## src/rtl/clk_tick_pkg.sv

```systemverilog
// ----------------------------------------------------------------------------
// clk_tick_pkg : shared limits, channel mode/flag types and clog2 helper
// Rev 1.0
// ----------------------------------------------------------------------------
`default_nettype none

package clk_tick_pkg;

  localparam int N_CH_MIN = 1;
  localparam int N_CH_MAX = 16;
  localparam int W_MIN    = 2;
  localparam int W_MAX    = 32;

  typedef enum logic [1:0] {
    CH_HALT = 2'd0,
    CH_RUN  = 2'd1,
    CH_WRAP = 2'd2,
    CH_SYNC = 2'd3
  } ch_mode_e;

  typedef struct packed {
    logic pending;
    logic tick;
    logic clk_out;
  } ch_flags_t;

  // Select width for a channel index; never narrower than one bit.
  function automatic int clog2_min1(input int n);
    int r;
    r = 0;
    for (int v = 1; v < n; v = v * 2) r++;
    return (r < 1) ? 1 : r;
  endfunction

endpackage

`default_nettype wire

```

## src/rtl/clk_tick_ch.sv

```systemverilog
// ----------------------------------------------------------------------------
// clk_tick_ch : one divider channel with double-buffered divisor
// Rev 1.0 -- sync input present only with CLK_TICK_GEN_SYNC_EN
// ----------------------------------------------------------------------------
`default_nettype none

module clk_tick_ch
  import clk_tick_pkg::*;
#(
  parameter int             W       = 26,
  parameter logic [W-1:0]   DEF_DIV = {1'b1, {(W-1){1'b0}}}
) (
  input  logic         clk,
  input  logic         rst_n,
  input  logic         en,
  input  logic         wr,
  input  logic [W-1:0] wr_div,
`ifdef CLK_TICK_GEN_SYNC_EN
  input  logic         sync,
`endif
  output logic         tick,
  output logic         clk_out
);

  localparam logic [W-1:0] ONE = {{(W-1){1'b0}}, 1'b1};

  logic [W-1:0] cnt;
  logic [W-1:0] div;
  logic [W-1:0] pend_div;
  ch_flags_t    flags;

  logic [W-1:0] nxt_div;
  logic         nxt_pend;
  ch_mode_e     mode;

  // A write landing on the same edge as a wrap/halt/sync is folded in here,
  // so it takes effect at that edge rather than one period later.
  always_comb begin
    nxt_div  = wr ? wr_div : pend_div;
    nxt_pend = wr | flags.pending;
    mode     = CH_RUN;
`ifdef CLK_TICK_GEN_SYNC_EN
    if (sync)
      mode = CH_SYNC;
    else
`endif
    if (!en || div == '0)
      mode = CH_HALT;
    else if (cnt == div - ONE)
      mode = CH_WRAP;
  end

  always_ff @(posedge clk or negedge rst_n) begin
    if (!rst_n) begin
      cnt      <= '0;
      div      <= DEF_DIV;
      pend_div <= DEF_DIV;
      flags    <= '0;
    end else begin
      pend_div      <= nxt_div;
      flags.pending <= nxt_pend;
      flags.tick    <= 1'b0;
      case (mode)
        CH_SYNC: begin
          cnt           <= '0;
          flags.clk_out <= 1'b0;
          if (nxt_pend) begin
            div           <= nxt_div;
            flags.pending <= 1'b0;
          end
        end
        CH_HALT: begin
          if (nxt_pend) begin
            cnt           <= '0;
            div           <= nxt_div;
            flags.pending <= 1'b0;
          end
        end
        CH_WRAP: begin
          cnt           <= '0;
          flags.tick    <= 1'b1;
          flags.clk_out <= ~flags.clk_out;
          if (nxt_pend) begin
            div           <= nxt_div;
            flags.pending <= 1'b0;
          end
        end
        default: cnt <= cnt + ONE;
      endcase
    end
  end

  assign tick    = flags.tick;
  assign clk_out = flags.clk_out;

endmodule

`default_nettype wire

```

## src/rtl/clk_tick_gen.sv

```systemverilog
// ----------------------------------------------------------------------------
// clk_tick_gen : N_CH programmable tick/clock dividers (option CLK_TICK_GEN_SYNC_EN)
// Rev 1.0
// ----------------------------------------------------------------------------
`default_nettype none

module clk_tick_gen
  import clk_tick_pkg::*;
#(
  parameter int           N_CH    = 4,
  parameter int           W       = 26,
  parameter logic [W-1:0] DEF_DIV = {1'b1, {(W-1){1'b0}}}
) (
  input  logic                          clk,
  input  logic                          rst_n,
  input  logic [N_CH-1:0]               en,
  input  logic                          cfg_we,
  input  logic [clog2_min1(N_CH)-1:0]   cfg_ch,
  input  logic [W-1:0]                  cfg_div,
`ifdef CLK_TICK_GEN_SYNC_EN
  input  logic                          sync,
`endif
  output logic [N_CH-1:0]               tick,
  output logic [N_CH-1:0]               clk_out
);

  // Out-of-range cfg_ch values match no channel and are dropped.
  for (genvar i = 0; i < N_CH; i++) begin : g_ch
    logic wr;
    assign wr = cfg_we && (int'(cfg_ch) == i);

    clk_tick_ch #(
      .W       (W),
      .DEF_DIV (DEF_DIV)
    ) u_ch (
      .clk     (clk),
      .rst_n   (rst_n),
      .en      (en[i]),
      .wr      (wr),
      .wr_div  (cfg_div),
`ifdef CLK_TICK_GEN_SYNC_EN
      .sync    (sync),
`endif
      .tick    (tick[i]),
      .clk_out (clk_out[i])
    );
  end

endmodule

`default_nettype wire

```

## config.mk

```make
export PLATFORM = sky130hd
export DESIGN_NAME = clk_tick_gen
export DESIGN_NICKNAME = d
export VERILOG_FILES = /design/src/rtl/clk_tick_pkg.sv /design/src/rtl/clk_tick_ch.sv /design/src/rtl/clk_tick_gen.sv
export SDC_FILE = /design/constraint.sdc
export NUM_CORES = 1
export LEC_CHECK = 0
export ABC_CLOCK_PERIOD_IN_PS = 4900
export BUFFER_PORTS_ARGS = -buffer_cell sky130_fd_sc_hd__buf_2
export CORE_UTILIZATION = 47
export CTS_BUF_LIST = sky130_fd_sc_hd__clkbuf_4 sky130_fd_sc_hd__clkbuf_8 sky130_fd_sc_hd__clkbuf_16
export CTS_CLUSTER_SIZE = 20
export DETAILED_ROUTE_END_ITERATION = 7
export PLACE_DENSITY_LB_ADDON = 0.12
export SYNTH_ARGS = -nofsm -noshare
export SYNTH_HDL_FRONTEND = slang
export SYNTH_SLANG_ARGS = --single-unit
```

## constraint.sdc

```tcl
create_clock -name clk -period 4.9 [get_ports clk]
set_input_delay 0.98 -clock clk [delete_from_list [all_inputs] [get_ports clk]]
set_output_delay 0.98 -clock clk [all_outputs]
set_load 0.03 [all_outputs]
```

==> results.txt, run 1 <==
The count of pins on the block boundary is 43. Using the TritonRoute via totals, the vias-per-cell ratio works out to 5.81. Setup repair after global routing left no endpoint under its margin. The clock sink count is 324.

The total overflow left after global routing is 0. After clock tree synthesis, the repair step resized 0 gates. In this run the biggest area consumer among cell types represents 41.7% of the synthesized area. The aggregate global-route resource usage came out at 23.6%. The final worst-path cycle share is 82.2%. The number of cells traversed by the worst register-to-register path is 9.

The worst path meets setup with 874 ps of slack. The switching power as a share of total power is 34.8%. The run finished with clean final reports. The final wirelength came out at 47400 um. The ratio of total power to cell area came out at 468 nW/um2. The topmost layer with routed signal wires is met4.

The die is 203 um tall. The power share of the combinational group came out at 28.4%. The total CTS buffers came out at 37.

The number of distinct standard cells referenced by the synthesized netlist is 89. The flop and latch count out of synthesis is 324. The sequential fraction of design power is 40.7%. The endpoint required time on the critical path is 5360 ps. The total met3 wirelength after detailed routing is 1520 um. By startpoint and endpoint, the worst setup path is classified as register to register. After synthesis, the mean cell area works out to 9.85 um2. The later-pin clock latency in the skew report came out at 560 ps. After clock tree synthesis, the flow added hold-fix buffers numbering 0.

The routed wire length per instance is 19.3 um. The die width came out at 203 um. The deepest clock path buffer count came out at 3. Data arrives at the worst endpoint at 4490 ps. The most used flip-flop cell after synthesis is sky130_fd_sc_hd__dfrtp_1. The remaining antenna violation count after routing came out at 0. The number of global-route vias before repair came out at 13.9k.

The root buffer cell chosen for the clock tree is sky130_fd_sc_hd__clkbuf_16. The maximum resistive drop on vdd is 230 uV. Once layout is done, the placed cells without fillers occupy 20800 um2. The initial antenna violation count came out at 0.

Once placement finished, the instance area stood at 19500 um2. The core area is 39700 um2. The upper clock frequency limit is 0.248 GHz. The minimum period implied by the final worst setup slack came out at 4030 ps. The startpoint class of the critical path is a register. The number of design rule violations left after detail routing is 0.

The setup slack at placement is 883 ps. The number of port buffers came out at 42. Once the clock tree was built, the setup fixing pass inserted 0 buffers. In this run the power spent charging and discharging nets is 3.38 mW. The fraction of the mapped netlist area in adder cells is 0.528%.

Among all cell types in the netlist, the one instantiated most often is sky130_fd_sc_hd__dfrtp_1. The compound-cell area share of the yosys netlist is 9.50%. Setup violations remaining at the end of the flow were counted as 0.

The number of max-slew violations in the final report was 0. In the final layout, the share of cells above drive strength 1 is 15.8%. In this run the worst hold path is classified as register to register. The count of final hold-check violations came to 0.

The detailed router put a total of 23000 um of wire on met1. The combinational family with the most area after synthesis is simple AND/OR/NAND/NOR gates. The HPWL after detailed placement came out at 33200 um. The first-pass GRT wire length is 77100 um. The cell count after synthesis is 1924. Once the floorplan was initialized, standard cells occupied 47.7% of the core. The post-synthesis instance area is 19000 um2. The number of nets handed over by synthesis was 1967. The transition time at the pin with the least slew margin came out at 868 ps.

The clock tree from TritonCTS is done. Counting instances in the post-synthesis netlist gives the leading cell types as sky130_fd_sc_hd__dfrtp_1 (316), sky130_fd_sc_hd__nor2_1 (180), sky130_fd_sc_hd__nor3_1 (153). The synthesis-to-layout area growth is 9.54%. The fraction of synthesized area in multiplexers came out at 11.7%. The cell type with the highest aggregate area in the netlist is sky130_fd_sc_hd__dfrtp_1. The number of cells in the design after placement is 2393. The vias after detailed routing came out at 14.3k. The share of total power in the clock network is 30.9%. The routed design uses 21400 um of met2 wire. The net count of the finished layout is 1950.

In this run the core area contains 73 standard-cell rows. Entering global routing, the biggest net connects 107 pins. The area enclosed by the die boundary came out at 41100 um2.

The xor/xnor share of the synthesized area is 9.79%. The proportion of register bits with asynchronous set or reset after synthesis came out at 100%. The yosys synthesis warning count came out at 0. Summed over all cells, the static leakage comes to 8.56 nW. The sequential cell area fraction in the yosys report came out at 42.8%. The last weighted congestion value of the routability-driven placer is 0.876. The H-tree depth reported by CTS is 2. The final non-filler cell total is 2456. The diode insertion count for antenna repair came out at 0. The largest driver fanout on the critical path came out at 40. The number of instances on the worst hold path is 1. The design internal power is 6.34 mW. The final worst clock skew is 18.7 ps. The clock-pin slew on the worst setup and hold paths is 60 ps. The DRC marker count from the first detailed-route iteration came out at 987. Yosys attributes the largest share of cell area to sky130_fd_sc_hd__dfrtp_1 (42%), sky130_fd_sc_hd__mux2_2 (6.8%), sky130_fd_sc_hd__xnor2_1 (5.8%). Setup total negative slack on the finished layout was measured at 0 ps. The total iterations of the first detailed-routing run came out at 5. The simple-gate share of the synthesized area is 21.0%. The max-cap check violation count is 0.

The endpoint kind of the worst setup timing path is a register. The worst-case headroom to the max-slew limit is 42.1%. The number of enable-type register cells in the synthesized netlist is 0.
stage by stage:
step / utilization (%) / hold WS [ps] / total power [mW]
5_1_grt: 52.3 / 496 / 10.3
4_1_cts: 52.3 / 466 / 9.79
2_1_floorplan: - / 443 / 6.00
3_5_place_dp: 49.0 / 454 / 6.74
6_report: 52.3 / 458 / 9.72
3_3_place_gp: 49.0 / 451 / 6.66
worst max-delay path, cell delays in order, from the launching register on:
cell                        delay, ps
sky130_fd_sc_hd__dfrtp_1          510
sky130_fd_sc_hd__or4_1            800
sky130_fd_sc_hd__a2111oi_0        470
sky130_fd_sc_hd__o21a_1           180
sky130_fd_sc_hd__o221a_2          180
sky130_fd_sc_hd__a2bb2oi_1        250
sky130_fd_sc_hd__or4b_2           800
sky130_fd_sc_hd__buf_4            350
sky130_fd_sc_hd__mux2i_1          170
sky130_fd_sc_hd__nor3_1           230
kinds of logic (layout without fill, tap and decap cells):
group | Yosys count | after routing
AO/OA/AOI/OAI | 250 | 250
XOR/XNOR | 212 | 212
adder cells (fa/ha/maj) | 8 | 8
buffers and inverters | 190 | 197
flip-flops | 324 | 324
multiplexers | 195 | 195
AND/OR/NAND/NOR | 745 | 745
power by group through the flow:
stage	combinational, mW	clock, mW	sequential [mW]
final	2.76	3.00	3.95
after global routing	3.08	3.17	4.07
after CTS	2.77	3.07	3.95
after detailed placement	2.75	0	3.99
after global placement	2.70	0	3.96
after floorplan	2.40	0	3.60
area by class of cell:
| class | count | area (um2) |
|---|---|---|
| inverter | 65 | 244 |
| sequential | 324 | 8120 |
| clock inverter | 10 | 181 |
| multi-input combinational | 1410 | 9980 |
| fill | 3616 | 19000 |
| timing repair buffer | 69 | 460 |
| clock buffer | 53 | 1120 |
| tap | 525 | 657 |
final timing paths:
| path | endpoint | from | slack [ps] |
|---|---|---|---|
| min in group asynchronous | g_ch[3].u_ch.cnt[25]$_DFFE_PN0P_ | rst_n | 490 |
| max reg2reg | g_ch[0].u_ch.div[1]$_DFFE_PN0P_ | g_ch[0].u_ch.div[15]$_DFFE_PN0P_ | 870 |
| min | g_ch[1].u_ch.clk_out$_DFFE_PN0P_ | g_ch[1].u_ch.clk_out$_DFFE_PN0P_ | 460 |
| max in group asynchronous | g_ch[2].u_ch.div[25]$_DFFE_PN1P_ | rst_n | 3440 |
| max | g_ch[0].u_ch.div[1]$_DFFE_PN0P_ | g_ch[0].u_ch.div[15]$_DFFE_PN0P_ | 870 |
| min reg2reg | g_ch[1].u_ch.clk_out$_DFFE_PN0P_ | g_ch[1].u_ch.clk_out$_DFFE_PN0P_ | 460 |
routing by layer:
layer | up-vias | track usage [%]
met5 | - | 0
met3 | 86 | 3.37
met4 | 0 | 8.22
met2 | 242 | 36.2
li1 | 6900 | -
met1 | 7033 | 34.1
sequential cells by signal (all words and copies together), names as in the netlist:
| name | flops |
|---|---|
| g_ch.u_ch.flags | 4 |
| g_ch.u_ch.pend_div | 104 |
| g_ch.u_ch.tick | 4 |
| g_ch.u_ch.cnt | 104 |
| g_ch.u_ch.div | 104 |
| g_ch.u_ch.clk_out | 4 |
placed cells by master (no fill, tap or decap), types with 26 or more instances in the layout:
| cell | netlist | routed |
|---|---|---|
| sky130_fd_sc_hd__nor2_1 | 180 | 180 |
| sky130_fd_sc_hd__inv_1 | 65 | 65 |
| sky130_fd_sc_hd__buf_2 | 13 | 41 |
| sky130_fd_sc_hd__a21oi_1 | 30 | 30 |
| sky130_fd_sc_hd__o31ai_1 | 35 | 35 |
| sky130_fd_sc_hd__mux2_2 | 114 | 114 |
| sky130_fd_sc_hd__a211oi_1 | 30 | 30 |
| sky130_fd_sc_hd__nand4_1 | 35 | 35 |
| sky130_fd_sc_hd__clkbuf_16 | 0 | 39 |
| sky130_fd_sc_hd__nor4_1 | 30 | 30 |
| sky130_fd_sc_hd__and3_1 | 29 | 29 |
| sky130_fd_sc_hd__xor2_1 | 87 | 87 |
| sky130_fd_sc_hd__nand2_1 | 84 | 84 |
| sky130_fd_sc_hd__mux2i_1 | 37 | 37 |
| sky130_fd_sc_hd__nor3_1 | 153 | 153 |
| sky130_fd_sc_hd__dfrtp_1 | 316 | 316 |
| sky130_fd_sc_hd__nand3_1 | 75 | 75 |
| sky130_fd_sc_hd__a31oi_1 | 26 | 26 |
| sky130_fd_sc_hd__xnor2_1 | 125 | 125 |
| sky130_fd_sc_hd__o21ai_0 | 34 | 34 |
Note: power is estimated with default switching activity, not from simulation.
==> inputs of run 2 (changes only) <==
--- a/config.mk
+++ b/config.mk
@@ -5,7 +5,8 @@
 export SDC_FILE = /design/constraint.sdc
 export NUM_CORES = 1
 export LEC_CHECK = 0
-export ABC_CLOCK_PERIOD_IN_PS = 4900
+export ABC_AREA = 1
+export ABC_CLOCK_PERIOD_IN_PS = 3820
 export BUFFER_PORTS_ARGS = -buffer_cell sky130_fd_sc_hd__buf_2
 export CORE_UTILIZATION = 47
 export CTS_BUF_LIST = sky130_fd_sc_hd__clkbuf_4 sky130_fd_sc_hd__clkbuf_8 sky130_fd_sc_hd__clkbuf_16
==> constraint.sdc (replaced) <==
create_clock -name clk -period 3.82 [get_ports clk]
set_input_delay 0.764 -clock clk [delete_from_list [all_inputs] [get_ports clk]]
set_output_delay 0.764 -clock clk [all_outputs]
set_load 0.03 [all_outputs]
==> run 2 against run 1 <==
Net effect:
- critical path depth increased by 5
- highest routed layer unchanged
- sequential cell count unchanged
- register-to-register slack about the same
- final cell count increased by 30%
- sequential share of layout area decreased by 0.90 points
- first-iteration DRC count increased by 13%
- critical path type unchanged
- sequential power increased by 18%
- clock power increased by 23%
- critical endpoint is now g_ch[2].u_ch.cnt[14]$_DFFE_PN0P_
- routed wire length increased by 16%
- worst setup slack got worse by 15 ps
- fmax increased by 36%
- largest power group unchanged
==> results.txt, run 2 <==
The number of cells traversed by the worst register-to-register path is 14. The worst setup path is launched from a register. In the layout the commonest cells are sky130_fd_sc_hd__nand2_1 (777), sky130_fd_sc_hd__dfrtp_1 (316), sky130_fd_sc_hd__nor2_1 (273).

The remaining antenna violation count after routing came out at 0. Measured against its own limit, the worst slew margin works out to 33.5%. The worst setup path is of the register to register kind. Of the cells placed in the final design, the portion with a size suffix greater than 1 is 7.84%. The number of enable-type register cells in the synthesized netlist came out at 0. The fraction of the mapped netlist area in adder cells came out at 0.517%.

The core area is 40700 um2. The run finished with clean final reports. The first global-routing pass estimated 89600 um of wire. STA puts the critical path data required time at 4250 ps.

The count of final hold-check violations is 0. Excluding fillers, the count of instances in the completed layout stands at 3201. The count of pins on the block boundary came out at 43.

The count of hold-fix buffers inserted at cts is 0. The minimum period implied by the final worst setup slack is 2960 ps. The die width came out at 205 um. For this run, the number of Yosys warnings is 0.

The transition time at the pin with the least slew margin is 996 ps. The number of global-route vias before repair came to 16.4k. The post-CTS resize count came out at 0. On the final layout, the worst hold slack is 128 ps. The max-cap check violation count is 0.

In the synthesized netlist the async set-or-reset flop fraction comes to 100%. The HPWL after detailed placement is 41800 um. The initial antenna violation count came out at 3. Among all flip-flop cells after synthesis, the most frequent one is sky130_fd_sc_hd__dfrtp_1. For this block, the routed nets add up to 55000 um of wire. Summed over its instances, the top area cell type makes up 40.8% of the synthesized netlist area. TritonCTS built the clock tree.

The total negative setup slack came out at 0 ps. The number of port buffers is 42. The DRC marker count from the first detailed-route iteration is 1118.

The number of post-CTS setup repair buffers came out at 0. Counting along the longest clock path gives a buffer depth of 3. The clock-pin slew on the worst setup and hold paths came out at 60 ps.

Leaving out fill and tap cells, the most frequent cell in the layout is sky130_fd_sc_hd__nand2_1. The vertical extent of the die came out at 205 um. The area enclosed by the die boundary came out at 42000 um2. In this run, synthesis produced a sequential element count of 324.

The path type of the worst min-delay path is input port to asynchronous set/reset pin. The total CTS buffers came out at 38. Yosys mapped the design onto 43 distinct sky130hd cell types. The total iterations of the first detailed-routing run is 5. The total area of multi-input combinational cells came out at 9810 um2. By area the synthesized netlist is led by sky130_fd_sc_hd__dfrtp_1 (41%), sky130_fd_sc_hd__nand2_1 (15%), sky130_fd_sc_hd__xor2_1 (6.5%). The number of cells in the design after placement came out at 3131.

The H-tree depth reported by CTS is 2. At the end of the flow the core is filled with cells to 52.2%. Entering global routing, the biggest net connects 74 pins. The xor/xnor share of the synthesized area is 9.51%.

The clock drives 324 sinks. For this run the aggregate overflow at the end of global routing stands at 0. The final standard cell area without fillers came out at 21300 um2. The most frequent cell after synthesis is sky130_fd_sc_hd__nand2_1. Setup repair after global routing left no endpoint under its margin.

The routed wire length per instance came out at 17.2 um. The sequential cell area came out at 8120 um2. The number of max-slew violations in the final report is 0. The later-pin clock latency in the skew report came out at 560 ps. After detailed routing, the number of remaining DRC violations is 0. The sequential cell area fraction in the yosys report came out at 41.9%. Of all nets on the critical path, the largest fanout is 27.

The final worst clock skew came out at 12.5 ps. By count the netlist is led by sky130_fd_sc_hd__nand2_1 (777), sky130_fd_sc_hd__dfrtp_1 (316), sky130_fd_sc_hd__nor2_1 (273). The combinational family with the most area after synthesis is simple AND/OR/NAND/NOR gates. The count of endpoints failing setup in the final report came out at 0. The number of inserted filler cells in the final layout is 4059.

The standby leakage power came out at 10.3 nW. The endpoint arrival time on the critical path came out at 3390 ps. The endpoint kind of the worst setup timing path is a register. The number of nets at the end of the flow is 2682. The number of nets in the synthesized netlist came out at 2660. The detail-routed via count per cell is 5.31. The post-synthesis instance area is 19400 um2.

The cell count after synthesis came out at 2617. The fraction of synthesized area in multiplexers came out at 0%. The vias after detailed routing is 17.0k. The setup slack at placement came out at 900 ps. Relative to the synthesized area, the layout overhead comes to 9.75%.

The maximum resistive drop on vdd came out at 339 uV. The upper clock frequency limit came out at 0.338 GHz. The power consumption came out at 13.0 mW.

The total number of placement rows came out at 74. Global routing used 27.1% of the available tracks across all layers. The final worst-path cycle share came out at 77.5%. The largest registers in the layout are g_ch.u_ch.cnt x104, g_ch.u_ch.div x104, g_ch.u_ch.pend_div x104. The ratio of total power to cell area came out at 612 nW/um2. The compound-cell area share of the yosys netlist is 6.87%. The last weighted congestion value of the routability-driven placer came out at 0.966. Across all setup checks in the final design, the least slack found is 859 ps.

The post-place instance area came out at 20000 um2. The tree is rooted in a sky130_fd_sc_hd__clkbuf_16. The synthesized area per cell came out at 7.40 um2. The initial core utilization is 47.5%. Of the total synthesized cell area, the portion taken by AND, OR, NAND and NOR gates is 33.7%. sky130_fd_sc_hd__dfrtp_1 takes more of the synthesized area than any other cell.
run 2: cell types whose count changed in the layout (fill, tap and decap cells not counted), moves of 54 or more:
cell and change:
sky130_fd_sc_hd__o22ai_1 +54, sky130_fd_sc_hd__xnor2_1 -62, sky130_fd_sc_hd__xor2_1 +56, sky130_fd_sc_hd__o21ai_0 +124
sky130_fd_sc_hd__mux2_2 -114, sky130_fd_sc_hd__inv_1 +178, sky130_fd_sc_hd__nand3_1 +134, sky130_fd_sc_hd__nand2_1 +693
sky130_fd_sc_hd__nor2_1 +93, sky130_fd_sc_hd__nor3_1 -94
run 2: cell families after synthesis:
| logic type | after synthesis |
|---|---|
| xor gates and xnor gates | 208 |
| adders and majority gates | 8 |
| AOI/OAI and AO/OA | 245 |
| buffers and inverters | 339 |
| and+or+nand+nor | 1493 |
| DFF | 324 |
run 2: layout make-up:
type,instances,share of cell area [%]
multi-input combinational,1954,46.1
clock buffer,54,5.36
sequential,324,38.2
antenna,2,0.0235
inverter,260,4.59
clock inverter,14,0.624
tap,532,3.13
timing repair buffer,61,1.94
run 2: worst paths after layout:
| kind | slack, ps | from | end |
|---|---|---|---|
| setup / recovery | 860 | g_ch[2].u_ch.div[0]$_DFFE_PN0P_ | g_ch[2].u_ch.cnt[14]$_DFFE_PN0P_ |
| hold / removal | 130 | rst_n | g_ch[1].u_ch.tick$_DFF_PN0_ |
| setup reg to reg | 860 | g_ch[2].u_ch.div[0]$_DFFE_PN0P_ | g_ch[2].u_ch.cnt[14]$_DFFE_PN0P_ |
| hold reg to reg | 490 | g_ch[3].u_ch.div[25]$_DFFE_PN1P_ | g_ch[3].u_ch.div[25]$_DFFE_PN1P_ |
| max in group asynchronous | 2770 | rst_n | g_ch[3].u_ch.pend_div[14]$_DFF_PN0_ |
| min in group clk | 490 | g_ch[3].u_ch.div[25]$_DFFE_PN1P_ | g_ch[3].u_ch.div[25]$_DFFE_PN1P_ |
run 2: power breakdown:
| group | switching [mW] | total (mW) | internal (mW) |
|---|---|---|---|
| Clock | 1.48 | 3.70 | 2.21 |
| Combinational | 3.09 | 4.65 | 1.56 |
| Sequential | 0.639 | 4.65 | 4.02 |
| Total | 5.21 | 13.0 | 7.79 |
run 2: routing by layer:
metal  part of all wire (%)  global-route usage (%)  vias up
met5                      0                       0        -
met4                    2.9                    8.89        0
met3                    5.0                    4.02      101
met2                     44                    41.8      381
met1                     48                    38.8     8021
li1                       -                       -     8490
run 2: worst max-delay path: stages (launching register included):
cell,delay (ps)
sky130_fd_sc_hd__dfrtp_1,420
sky130_fd_sc_hd__inv_2,90
sky130_fd_sc_hd__ha_1,230
sky130_fd_sc_hd__nand2_2,140
sky130_fd_sc_hd__nor2_4,320
sky130_fd_sc_hd__nand3_1,140
sky130_fd_sc_hd__inv_1,90
sky130_fd_sc_hd__nand3_2,120
sky130_fd_sc_hd__nand3_1,120
sky130_fd_sc_hd__nand2_1,60
sky130_fd_sc_hd__nor2_1,110
sky130_fd_sc_hd__nand3_2,170
sky130_fd_sc_hd__nand2_4,310
sky130_fd_sc_hd__buf_4,360
sky130_fd_sc_hd__o21ai_0,130
